===== config.mk =====
export PLATFORM = sky130hd
export DESIGN_NAME = main_fsm_flat
export DESIGN_NICKNAME = d
export VERILOG_FILES = /design/src/rtl/mips_multi_pkg.sv /design/src/rtl/main_fsm_if.sv /design/src/rtl/main_fsm_outdec.sv /design/src/rtl/main_fsm.sv /design/src/flat_wrapper.sv
export SDC_FILE = /design/constraint.sdc
export NUM_CORES = 1
export LEC_CHECK = 0
export ABC_AREA = 1
export BUFFER_PORTS_ARGS = -buffer_cell sky130_fd_sc_hd__buf_2
export CORE_AREA = 4 4 41 43
export CTS_BUF_LIST = sky130_fd_sc_hd__clkbuf_8 sky130_fd_sc_hd__clkbuf_16
export CTS_CLUSTER_SIZE = 40
export DETAILED_ROUTE_END_ITERATION = 12
export DIE_AREA = 0 0 45 47
export MAX_ROUTING_LAYER = met4
export PLACE_DENSITY = 0.65
export SLEW_MARGIN = 10
export SYNTH_ARGS = -nofsm -noshare
export SYNTH_HDL_FRONTEND = slang
export SYNTH_SLANG_ARGS = --single-unit

===== constraint.sdc =====
create_clock -name clk -period 2.7 [get_ports clk]
set_clock_uncertainty 0.05 [all_clocks]
set_input_delay 0.27 -clock clk [delete_from_list [all_inputs] [get_ports clk]]
set_output_delay 0.27 -clock clk [all_outputs]
set_load 0.01 [all_outputs]

===== src/rtl/mips_multi_pkg.sv =====
// Shared types for the multicycle MIPS main controller: states, opcodes, ALU op codes.
// MAIN_FSM_BNE_EN adds the BNEEX state, the bne opcode and the bne control bit.
package mips_multi_pkg;

   typedef enum logic [3:0] {
      S_FETCH,
      S_DECODE,
      S_MEMADR,
      S_MEMRD,
      S_MEMWB,
      S_MEMWR,
      S_RTYPEEX,
      S_RTYPEWB,
      S_BEQEX,
      S_ADDIEX,
      S_ADDIWB,
      S_JEX
`ifdef MAIN_FSM_BNE_EN
      , S_BNEEX
`endif
   } state_t;

   localparam logic [5:0] OP_RTYPE = 6'b000000;
   localparam logic [5:0] OP_J     = 6'b000010;
   localparam logic [5:0] OP_BEQ   = 6'b000100;
   localparam logic [5:0] OP_ADDI  = 6'b001000;
   localparam logic [5:0] OP_LW    = 6'b100011;
   localparam logic [5:0] OP_SW    = 6'b101011;
`ifdef MAIN_FSM_BNE_EN
   localparam logic [5:0] OP_BNE   = 6'b000101;
`endif

   localparam logic [1:0] ALUOP_ADD   = 2'b00;
   localparam logic [1:0] ALUOP_SUB   = 2'b01;
   localparam logic [1:0] ALUOP_FUNCT = 2'b10;

   typedef struct packed {
      logic       pcwrite;
      logic       memwrite;
      logic       irwrite;
      logic       regwrite;
      logic       alusrca;
      logic       branch;
      logic       iord;
      logic       memtoreg;
      logic       regdst;
      logic [1:0] alusrcb;
      logic [1:0] pcsrc;
      logic [1:0] alu_op;
      logic       illegal_op;
`ifdef MAIN_FSM_BNE_EN
      logic       bne;
`endif
   } ctl_t;

   function automatic logic op_is_legal(input logic [5:0] op);
      case (op)
         OP_RTYPE, OP_J, OP_BEQ, OP_ADDI, OP_LW, OP_SW: return 1'b1;
`ifdef MAIN_FSM_BNE_EN
         OP_BNE: return 1'b1;
`endif
         default: return 1'b0;
      endcase
   endfunction

endpackage


===== src/rtl/main_fsm_if.sv =====
// Controller-to-datapath bundle: opcode/memory-ready in, enables and selects out.
// MAIN_FSM_BNE_EN adds the bne output.
interface main_fsm_if;
   logic [5:0] op;
   logic       mem_ready;
   logic       pcwrite, memwrite, irwrite, regwrite, alusrca, branch, iord, memtoreg, regdst;
   logic [1:0] alusrcb, pcsrc, alu_op;
   logic       illegal_op;
`ifdef MAIN_FSM_BNE_EN
   logic       bne;

   modport master (
      input  op, mem_ready,
      output pcwrite, memwrite, irwrite, regwrite, alusrca, branch, iord, memtoreg, regdst,
      output alusrcb, pcsrc, alu_op, illegal_op, bne
   );
   modport slave (
      output op, mem_ready,
      input  pcwrite, memwrite, irwrite, regwrite, alusrca, branch, iord, memtoreg, regdst,
      input  alusrcb, pcsrc, alu_op, illegal_op, bne
   );
`else
   modport master (
      input  op, mem_ready,
      output pcwrite, memwrite, irwrite, regwrite, alusrca, branch, iord, memtoreg, regdst,
      output alusrcb, pcsrc, alu_op, illegal_op
   );
   modport slave (
      output op, mem_ready,
      input  pcwrite, memwrite, irwrite, regwrite, alusrca, branch, iord, memtoreg, regdst,
      input  alusrcb, pcsrc, alu_op, illegal_op
   );
`endif
endinterface


===== src/rtl/main_fsm_outdec.sv =====
// Combinational state-to-control decode for the main controller.
// MAIN_FSM_BNE_EN adds the BNEEX decode.
module main_fsm_outdec
   import mips_multi_pkg::*;
(
   input  state_t     state,
   input  logic [5:0] op,
   input  logic       mem_ready,
   input  logic       reset,
   output ctl_t       ctl
);

   always_comb begin
      ctl = '0;
      case (state)
         S_FETCH: begin
            ctl.alusrcb = 2'b01;
            ctl.alu_op  = ALUOP_ADD;
            // reset parks the FSM in FETCH; keep the IR/PC loads quiet while it is held
            ctl.irwrite = mem_ready & ~reset;
            ctl.pcwrite = mem_ready & ~reset;
         end
         S_DECODE: begin
            ctl.alusrcb    = 2'b11;
            ctl.alu_op     = ALUOP_ADD;
            ctl.illegal_op = ~op_is_legal(op);
         end
         S_MEMADR, S_ADDIEX: begin
            ctl.alusrca = 1'b1;
            ctl.alusrcb = 2'b10;
            ctl.alu_op  = ALUOP_ADD;
         end
         S_MEMRD: ctl.iord = 1'b1;
         S_MEMWB: begin
            ctl.memtoreg = 1'b1;
            ctl.regwrite = 1'b1;
         end
         S_MEMWR: begin
            ctl.iord     = 1'b1;
            ctl.memwrite = 1'b1;
         end
         S_RTYPEEX: begin
            ctl.alusrca = 1'b1;
            ctl.alu_op  = ALUOP_FUNCT;
         end
         S_RTYPEWB: begin
            ctl.regdst   = 1'b1;
            ctl.regwrite = 1'b1;
         end
         S_BEQEX: begin
            ctl.alusrca = 1'b1;
            ctl.alu_op  = ALUOP_SUB;
            ctl.pcsrc   = 2'b01;
            ctl.branch  = 1'b1;
         end
         S_ADDIWB: ctl.regwrite = 1'b1;
         S_JEX: begin
            ctl.pcsrc   = 2'b10;
            ctl.pcwrite = 1'b1;
         end
`ifdef MAIN_FSM_BNE_EN
         S_BNEEX: begin
            ctl.alusrca = 1'b1;
            ctl.alu_op  = ALUOP_SUB;
            ctl.pcsrc   = 2'b01;
            ctl.bne     = 1'b1;
         end
`endif
         default: ;
      endcase
   end

endmodule


===== src/rtl/main_fsm.sv =====
// Multicycle MIPS main controller: state register, next-state logic, output decode.
// MAIN_FSM_BNE_EN adds the BNEEX state and the bne output.
//   state    | meaning
//   FETCH    | read instruction, PC+4 (waits on mem_ready)
//   DECODE   | read regs, branch target, dispatch on op
//   MEMADR   | lw/sw address;  MEMRD/MEMWB load read + writeback;  MEMWR store
//   RTYPEEX/WB | ALU op + rd write;  ADDIEX/WB immediate add + rt write
//   BEQEX/BNEEX | compare and branch;  JEX jump
module main_fsm
   import mips_multi_pkg::*;
(
   input logic        clk,
   input logic        reset,
   main_fsm_if.master bus
);

   state_t state, state_nx;
   ctl_t   ctl;

   always_ff @(posedge clk or posedge reset) begin
      if (reset) state <= S_FETCH;
      else       state <= state_nx;
   end

   always_comb begin
      state_nx = S_FETCH;
      case (state)
         S_FETCH:  state_nx = bus.mem_ready ? S_DECODE : S_FETCH;
         S_DECODE: begin
            case (bus.op)
               OP_LW, OP_SW: state_nx = S_MEMADR;
               OP_RTYPE:     state_nx = S_RTYPEEX;
               OP_BEQ:       state_nx = S_BEQEX;
               OP_ADDI:      state_nx = S_ADDIEX;
               OP_J:         state_nx = S_JEX;
`ifdef MAIN_FSM_BNE_EN
               OP_BNE:       state_nx = S_BNEEX;
`endif
               default:      state_nx = S_FETCH;
            endcase
         end
         S_MEMADR: begin
            if (bus.op == OP_LW)      state_nx = S_MEMRD;
            else if (bus.op == OP_SW) state_nx = S_MEMWR;
            else                      state_nx = S_FETCH;
         end
         S_MEMRD:   state_nx = bus.mem_ready ? S_MEMWB : S_MEMRD;
         S_MEMWR:   state_nx = bus.mem_ready ? S_FETCH : S_MEMWR;
         S_RTYPEEX: state_nx = S_RTYPEWB;
         S_ADDIEX:  state_nx = S_ADDIWB;
         default:   state_nx = S_FETCH;
      endcase
   end

   main_fsm_outdec u_outdec (
      .state     (state),
      .op        (bus.op),
      .mem_ready (bus.mem_ready),
      .reset     (reset),
      .ctl       (ctl)
   );

   assign bus.pcwrite    = ctl.pcwrite;
   assign bus.memwrite   = ctl.memwrite;
   assign bus.irwrite    = ctl.irwrite;
   assign bus.regwrite   = ctl.regwrite;
   assign bus.alusrca    = ctl.alusrca;
   assign bus.branch     = ctl.branch;
   assign bus.iord       = ctl.iord;
   assign bus.memtoreg   = ctl.memtoreg;
   assign bus.regdst     = ctl.regdst;
   assign bus.alusrcb    = ctl.alusrcb;
   assign bus.pcsrc      = ctl.pcsrc;
   assign bus.alu_op     = ctl.alu_op;
   assign bus.illegal_op = ctl.illegal_op;
`ifdef MAIN_FSM_BNE_EN
   assign bus.bne        = ctl.bne;
`endif

endmodule

===== src/flat_wrapper.sv =====
// flat-port wrapper written by rule: the top's interface ports become plain ports
module main_fsm_flat import mips_multi_pkg::*;
  (clk, reset, bus_op, bus_mem_ready, bus_pcwrite, bus_memwrite, bus_irwrite, bus_regwrite, bus_alusrca, bus_branch, bus_iord, bus_memtoreg, bus_regdst, bus_alusrcb, bus_pcsrc, bus_alu_op, bus_illegal_op);
  main_fsm_if bus_i ();
  input logic clk;
  input logic reset;
  input wire logic [$bits(bus_i.op)-1:0] bus_op;
  input wire logic [$bits(bus_i.mem_ready)-1:0] bus_mem_ready;
  output wire logic [$bits(bus_i.pcwrite)-1:0] bus_pcwrite;
  output wire logic [$bits(bus_i.memwrite)-1:0] bus_memwrite;
  output wire logic [$bits(bus_i.irwrite)-1:0] bus_irwrite;
  output wire logic [$bits(bus_i.regwrite)-1:0] bus_regwrite;
  output wire logic [$bits(bus_i.alusrca)-1:0] bus_alusrca;
  output wire logic [$bits(bus_i.branch)-1:0] bus_branch;
  output wire logic [$bits(bus_i.iord)-1:0] bus_iord;
  output wire logic [$bits(bus_i.memtoreg)-1:0] bus_memtoreg;
  output wire logic [$bits(bus_i.regdst)-1:0] bus_regdst;
  output wire logic [$bits(bus_i.alusrcb)-1:0] bus_alusrcb;
  output wire logic [$bits(bus_i.pcsrc)-1:0] bus_pcsrc;
  output wire logic [$bits(bus_i.alu_op)-1:0] bus_alu_op;
  output wire logic [$bits(bus_i.illegal_op)-1:0] bus_illegal_op;
  assign bus_i.op = bus_op;
  assign bus_i.mem_ready = bus_mem_ready;
  assign bus_pcwrite = bus_i.pcwrite;
  assign bus_memwrite = bus_i.memwrite;
  assign bus_irwrite = bus_i.irwrite;
  assign bus_regwrite = bus_i.regwrite;
  assign bus_alusrca = bus_i.alusrca;
  assign bus_branch = bus_i.branch;
  assign bus_iord = bus_i.iord;
  assign bus_memtoreg = bus_i.memtoreg;
  assign bus_regdst = bus_i.regdst;
  assign bus_alusrcb = bus_i.alusrcb;
  assign bus_pcsrc = bus_i.pcsrc;
  assign bus_alu_op = bus_i.alu_op;
  assign bus_illegal_op = bus_i.illegal_op;
  main_fsm u_core (.clk(clk), .reset(reset), .bus(bus_i));
endmodule

**Yosys cells after proc, flatten, opt, wreduce, memory -nomap -nowiden**

Cells that the tools add are included.

- Order comparisons: 0
- Bitwise gates (word level): 3
- Shifts and indexed selects: 0
- Mux-type cells: 22
- Multipliers: 0
- Reduce and logical (&&, ||, !) cells: 8
- Add/subtract/negate cells: 0
- Div/mod/pow operators: 0
- Eq/ne operators: 16

Operators with widths:

| cell | count |
|---|---|
| 4-bit one-hot mux with 7 select lines | 1 |
| 4-bit one-hot mux with 5 select lines | 1 |
| 4-bit by 3-bit == test with 1-bit output, second input constant | 4 |
| 4-bit == test, second input constant | 4 |
| 6-bit == test, second input constant | 2 |
| 1-bit two-way mux | 12 |
| 3-bit two-way mux | 3 |
| 4-bit by 2-bit == test with 1-bit output, second input constant | 2 |
| 2-bit one-hot mux with 2 select lines | 2 |
| 6-bit by 2-bit == test with 1-bit output, second input constant | 1 |
| 6-bit by 3-bit == test with 1-bit output, second input constant | 1 |
| 6-bit by 4-bit == test with 1-bit output, second input constant | 1 |
| 6-bit zero test | 1 |
| 2-bit one-hot mux with 3 select lines | 1 |
| 2-bit OR reduction | 3 |
| 6-bit OR reduction | 1 |
| 4-bit by 1-bit == test with 1-bit output, second input constant | 1 |
| 4-bit zero test | 1 |
| 4-bit two-way mux | 1 |
| 4-bit OR reduction | 1 |
| 3-bit OR reduction | 1 |
| 1-bit NOT | 2 |
| 1-bit one-hot mux with 2 select lines | 1 |
| 1-bit AND | 1 |

- Bits in read-only memories: 0
- Bits in writable memories: 0
- Output and inout port bits: 16
- Latch bits: 0
- Bits in registers: 4
- Memories kept: 0

**Longest topological paths before layout**

- Word-level depth: 6
- Gate-level depth with buffers: 7
- Depth with buffers taken out: 7

**Modules after synthesis**

From an unflattened synthesis, not the netlist that was laid out.

- Cell total of the unflattened synthesis: 125
- Area, all modules: 648.1 sq um

By module, submodules not included:

| module | cells an instance | area each (sq um) | instances |
|---|---|---|---|
| main_fsm | 71 | 386.6 | 1 |
| main_fsm_outdec | 54 | 261.5 | 1 |

**Worst setup path before layout**

No wires, ideal clock.

- Path type: flip-flop to output port
- Start: register u_core.state[2]
- End: output bus_pcsrc[0]
- Stages on the path, launching flop included: 5
- Data arrival time: 1.083 ns
- Path slack: 1.297 ns
- Cells stage by stage: dfrtp_1 > nor2_1 > inv_1 > nor2_1 > buf_4

- Longest elaborated chain between the ends: 2
- Elaborated cells between the ends (all ways): 3
- Classes of those cells: 2 x eq/ne; 1 x mux

Ends and longest elaborated chain:

| what | RTL line | RTL |
|---|---|---|
| from (decl) | main_fsm.sv:17 | `state_t state, state_nx;` |
| from (signal assigned) | main_fsm.sv:22 | `else state <= state_nx;` |
| 4-bit == test | main_fsm_outdec.sv:15 | `case (state)` |
| 2-bit one-hot mux with 2 select lines * | main_fsm_outdec.sv:15 |  |
| to (decl) | flat_wrapper.sv:19 | `output wire logic [$bits(bus_i.pcsrc)-1:0] bus_pcsrc;` |

Mark *: on every way between the ends. The rest lies on a longest branch, timed or not.

**Worst setup path after layout**

- Start: register u_core.state[2]
- End: output bus_illegal_op

- Longest elaborated chain between the ends: 2

Ends and longest elaborated chain:

| what | RTL line | RTL |
|---|---|---|
| 4-bit by 1-bit == test with 1-bit output | main_fsm_outdec.sv:15 |  |
| 1-bit two-way mux | main_fsm_outdec.sv:15 |  |
| to (decl) | flat_wrapper.sv:21 | `output wire logic [$bits(bus_i.illegal_op)-1:0] bus_illegal_op;` |

No other way between the ends.

==> flow_summary_export.csv <==
group,metric,value,unit
outcome,status,"completed",
routing,via_count,643,
critical_path,critPathCaptureType,"output pin",
clock_tree,cts_resized,0,
layout,mostFrequentLayoutCells,"nor2_1, buf_2, nand2_1, inv_1, nand3_1",
global_route,gr-total-overflow,0,
logic_synthesis,synthDistinctLibCells,14,
place,dp_hpwl,1.09,mm
power_and_ir_drop,p_total,272,uW
clock_tree,clk_pin_slew,0.03,ns
sta,fin_crit_sh,61.2,%
clock_tree,holdBufCountCts,1,
critical_path,startpoint_type,"register",
place,gp_congestion,0.798,
routing,routed.top_layer,"met4",
clock_tree,htree_levels,1,
clock_tree,insertion_delay,0.22,ns
layout,largest_registers,"u_core.state x4",
worst_hold_path,min_delay_path_depth,4,
run,cap_violations,0,
routing,m1WireLength,549,um
global_route,antenna_found_initial,0,
global_route,grt_max_degree,6,
routing,met3_length,118,um
critical_path,reg2reg_setup_slack,1.49,ns
routing,first_iter_violations,10,
die,coreArea,1300,um2
sta,max_freq,605,MHz
layout,finalNetCount,131,
logic_synthesis,syn_area_per_cell,5.33,um2
routing,wl_per_cell,9.67,um
critical_path,arrival,1.33,ns
routing,wl_met2,617,um
worst_hold_path,holdPathEnd,"u_core.state[2]",
global_route,grt_pass1_wl,2.12,mm
logic_synthesis,synth_seq_cells,4,
clock_tree,cts.sinks,4,
layout,top_register,"u_core.state",
global_route,grt_pass1_vias,563,
routing,ant_nets,0,
routing,drt_wl_total,1.31,mm
clock_tree,cts-buffers-inserted,3,
logic_synthesis,synth.cell_area,495,um2
clock_tree,cts_tree,"built",
global_route,grt_usage,14.1,%
worst_hold_path,holdCritPathClass,"in -> reg",
critical_path,r2r_start,"u_core.state[1]",
layout,area_delta_synth_final,36.9,%
sta,rsz0062_at_grt,"false",
power_and_ir_drop,powerDensity,401,nW/um2
power_and_ir_drop,leakage,0.000449,uW
sta,hold_viol_final,0,
worst_hold_path,min-delay-start,"bus_op[3]",
clock_tree,cts_root_buffer,"clkbuf_8",
die,start_util,38.1,%
logic_synthesis,synth_seq_area_share,20.2,%
die,io_pins,25,
layout,diodes,0,
die,row_count,13,
layout,drive_gt1_share,28.3,%
critical_path,worstSetupPathType,"reg -> out",
logic_synthesis,ys_warn_count,0,
die,die_area,2120,um2
place,port_buffers,24,
critical_path,cp_data_required_time,2.38,ns
critical_path,worstPathMaxFanout,5,
logic_synthesis,syn_nets,102,
clock_tree,clock_path_buffers,2,
die,die_w,45,um
die,dieHeight,47,um
sta,slew_viol_final,0,
routing,drc,0,
sta,worstMarginPinSlew,0.239,ns
sta,post-route-min-period,1.65,ns
sta,fin_tns_setup,0,ns
layout,largest_reg_flops,4,
critical_path,reg2regPathDepth,7,
routing,vias_per_cell,4.76,
power_and_ir_drop,ir_worst_vdd,279,uV
logic_synthesis,synthCells,93,
routing,drt_pass1_iterations,4,
sta,slew_headroom,84.0,%
critical_path,reg2reg_to,"u_core.state[1]",
sta,setup_viol,0,
clock_tree,cts_setup_buffers,0,
[cells in the mapped netlist, drive strengths merged]
master / number / area share (%)
o21ai: 5 / 5.0
nand2: 20 / 16
inv: 17 / 13
o22ai: 1 / 1.3
nand4: 2 / 2.5
nor2: 28 / 25
a21oi: 1 / 1.0
nand3: 14 / 14
dfrtp: 4 / 20
buf: 1 / 1.5
[power by group]
group	internal, uW	leakage, uW	switching, uW
Combinational	29.0	0.000373	47.9
Clock	95.1	0.0000216	31.9
Sequential	63.9	0.0000542	4.40
Total	188	0.000449	84.2
[routing by layer]
| layer | vias up | track usage, % |
|---|---|---|
| met1 | 271 | 15.1 |
| met5 | - | - |
| met2 | 26 | 23.7 |
| met3 | 2 | 2.68 |
| met4 | 0 | 8.77 |
| li1 | 344 | - |
[worst max path at each step]
stage	start	endpoint	cells past startpoint
4_1_cts	u_core.state[2]	bus_illegal_op	6
2_1_floorplan	u_core.state[2]	bus_pcsrc[0]	4
3_5_place_dp	u_core.state[2]	bus_illegal_op	6
6_report	u_core.state[2]	bus_illegal_op	6
5_1_grt	u_core.state[2]	bus_illegal_op	6
3_3_place_gp	u_core.state[1]	bus_illegal_op	6
[kinds of logic (layout without fill, tap and decap cells)]
| group | Yosys count | count (layout) | synth area share [%] |
|---|---|---|---|
| compound gates | 7 | 7 | 7.32 |
| buf+inv | 18 | 45 | 14.4 |
| flops | 4 | 4 | 20.2 |
| simple gates | 64 | 64 | 58.1 |
[area by class of cell]
type / instances / area [um2]
clock buffer: 3 / 41.3
inverter: 17 / 63.8
fill: 149 / 623
sequential: 4 / 100
tap: 15 / 18.8
multi-input combinational: 71 / 324
timing repair buffer: 25 / 130
[critical path: stages, from the launching register on]
cell     delay (ns)
dfrtp_1        0.44
nor2_4         0.18
inv_2          0.07
nor2_4         0.12
nand3_1        0.09
nor2_1         0.09
buf_2          0.13
[stage by stage]
stage / hold slack (ns) / instance area [um2] / util [%] / std cells / setup slack [ns]
4_1_cts: 0.374 / 678 / 52.1 / 135 / 1.04
2_1_floorplan: -0.0139 / 495 / - / 93 / 1.30
3_5_place_dp: 0.134 / 627 / 48.2 / 131 / 1.28
5_1_grt: 0.402 / 678 / 52.1 / 135 / 0.927
3_3_place_gp: 0.134 / 627 / 48.2 / 131 / 1.30
6_report: 0.373 / 678 / 52.1 / 135 / 1.05
(Power assumes the default switching activity.)
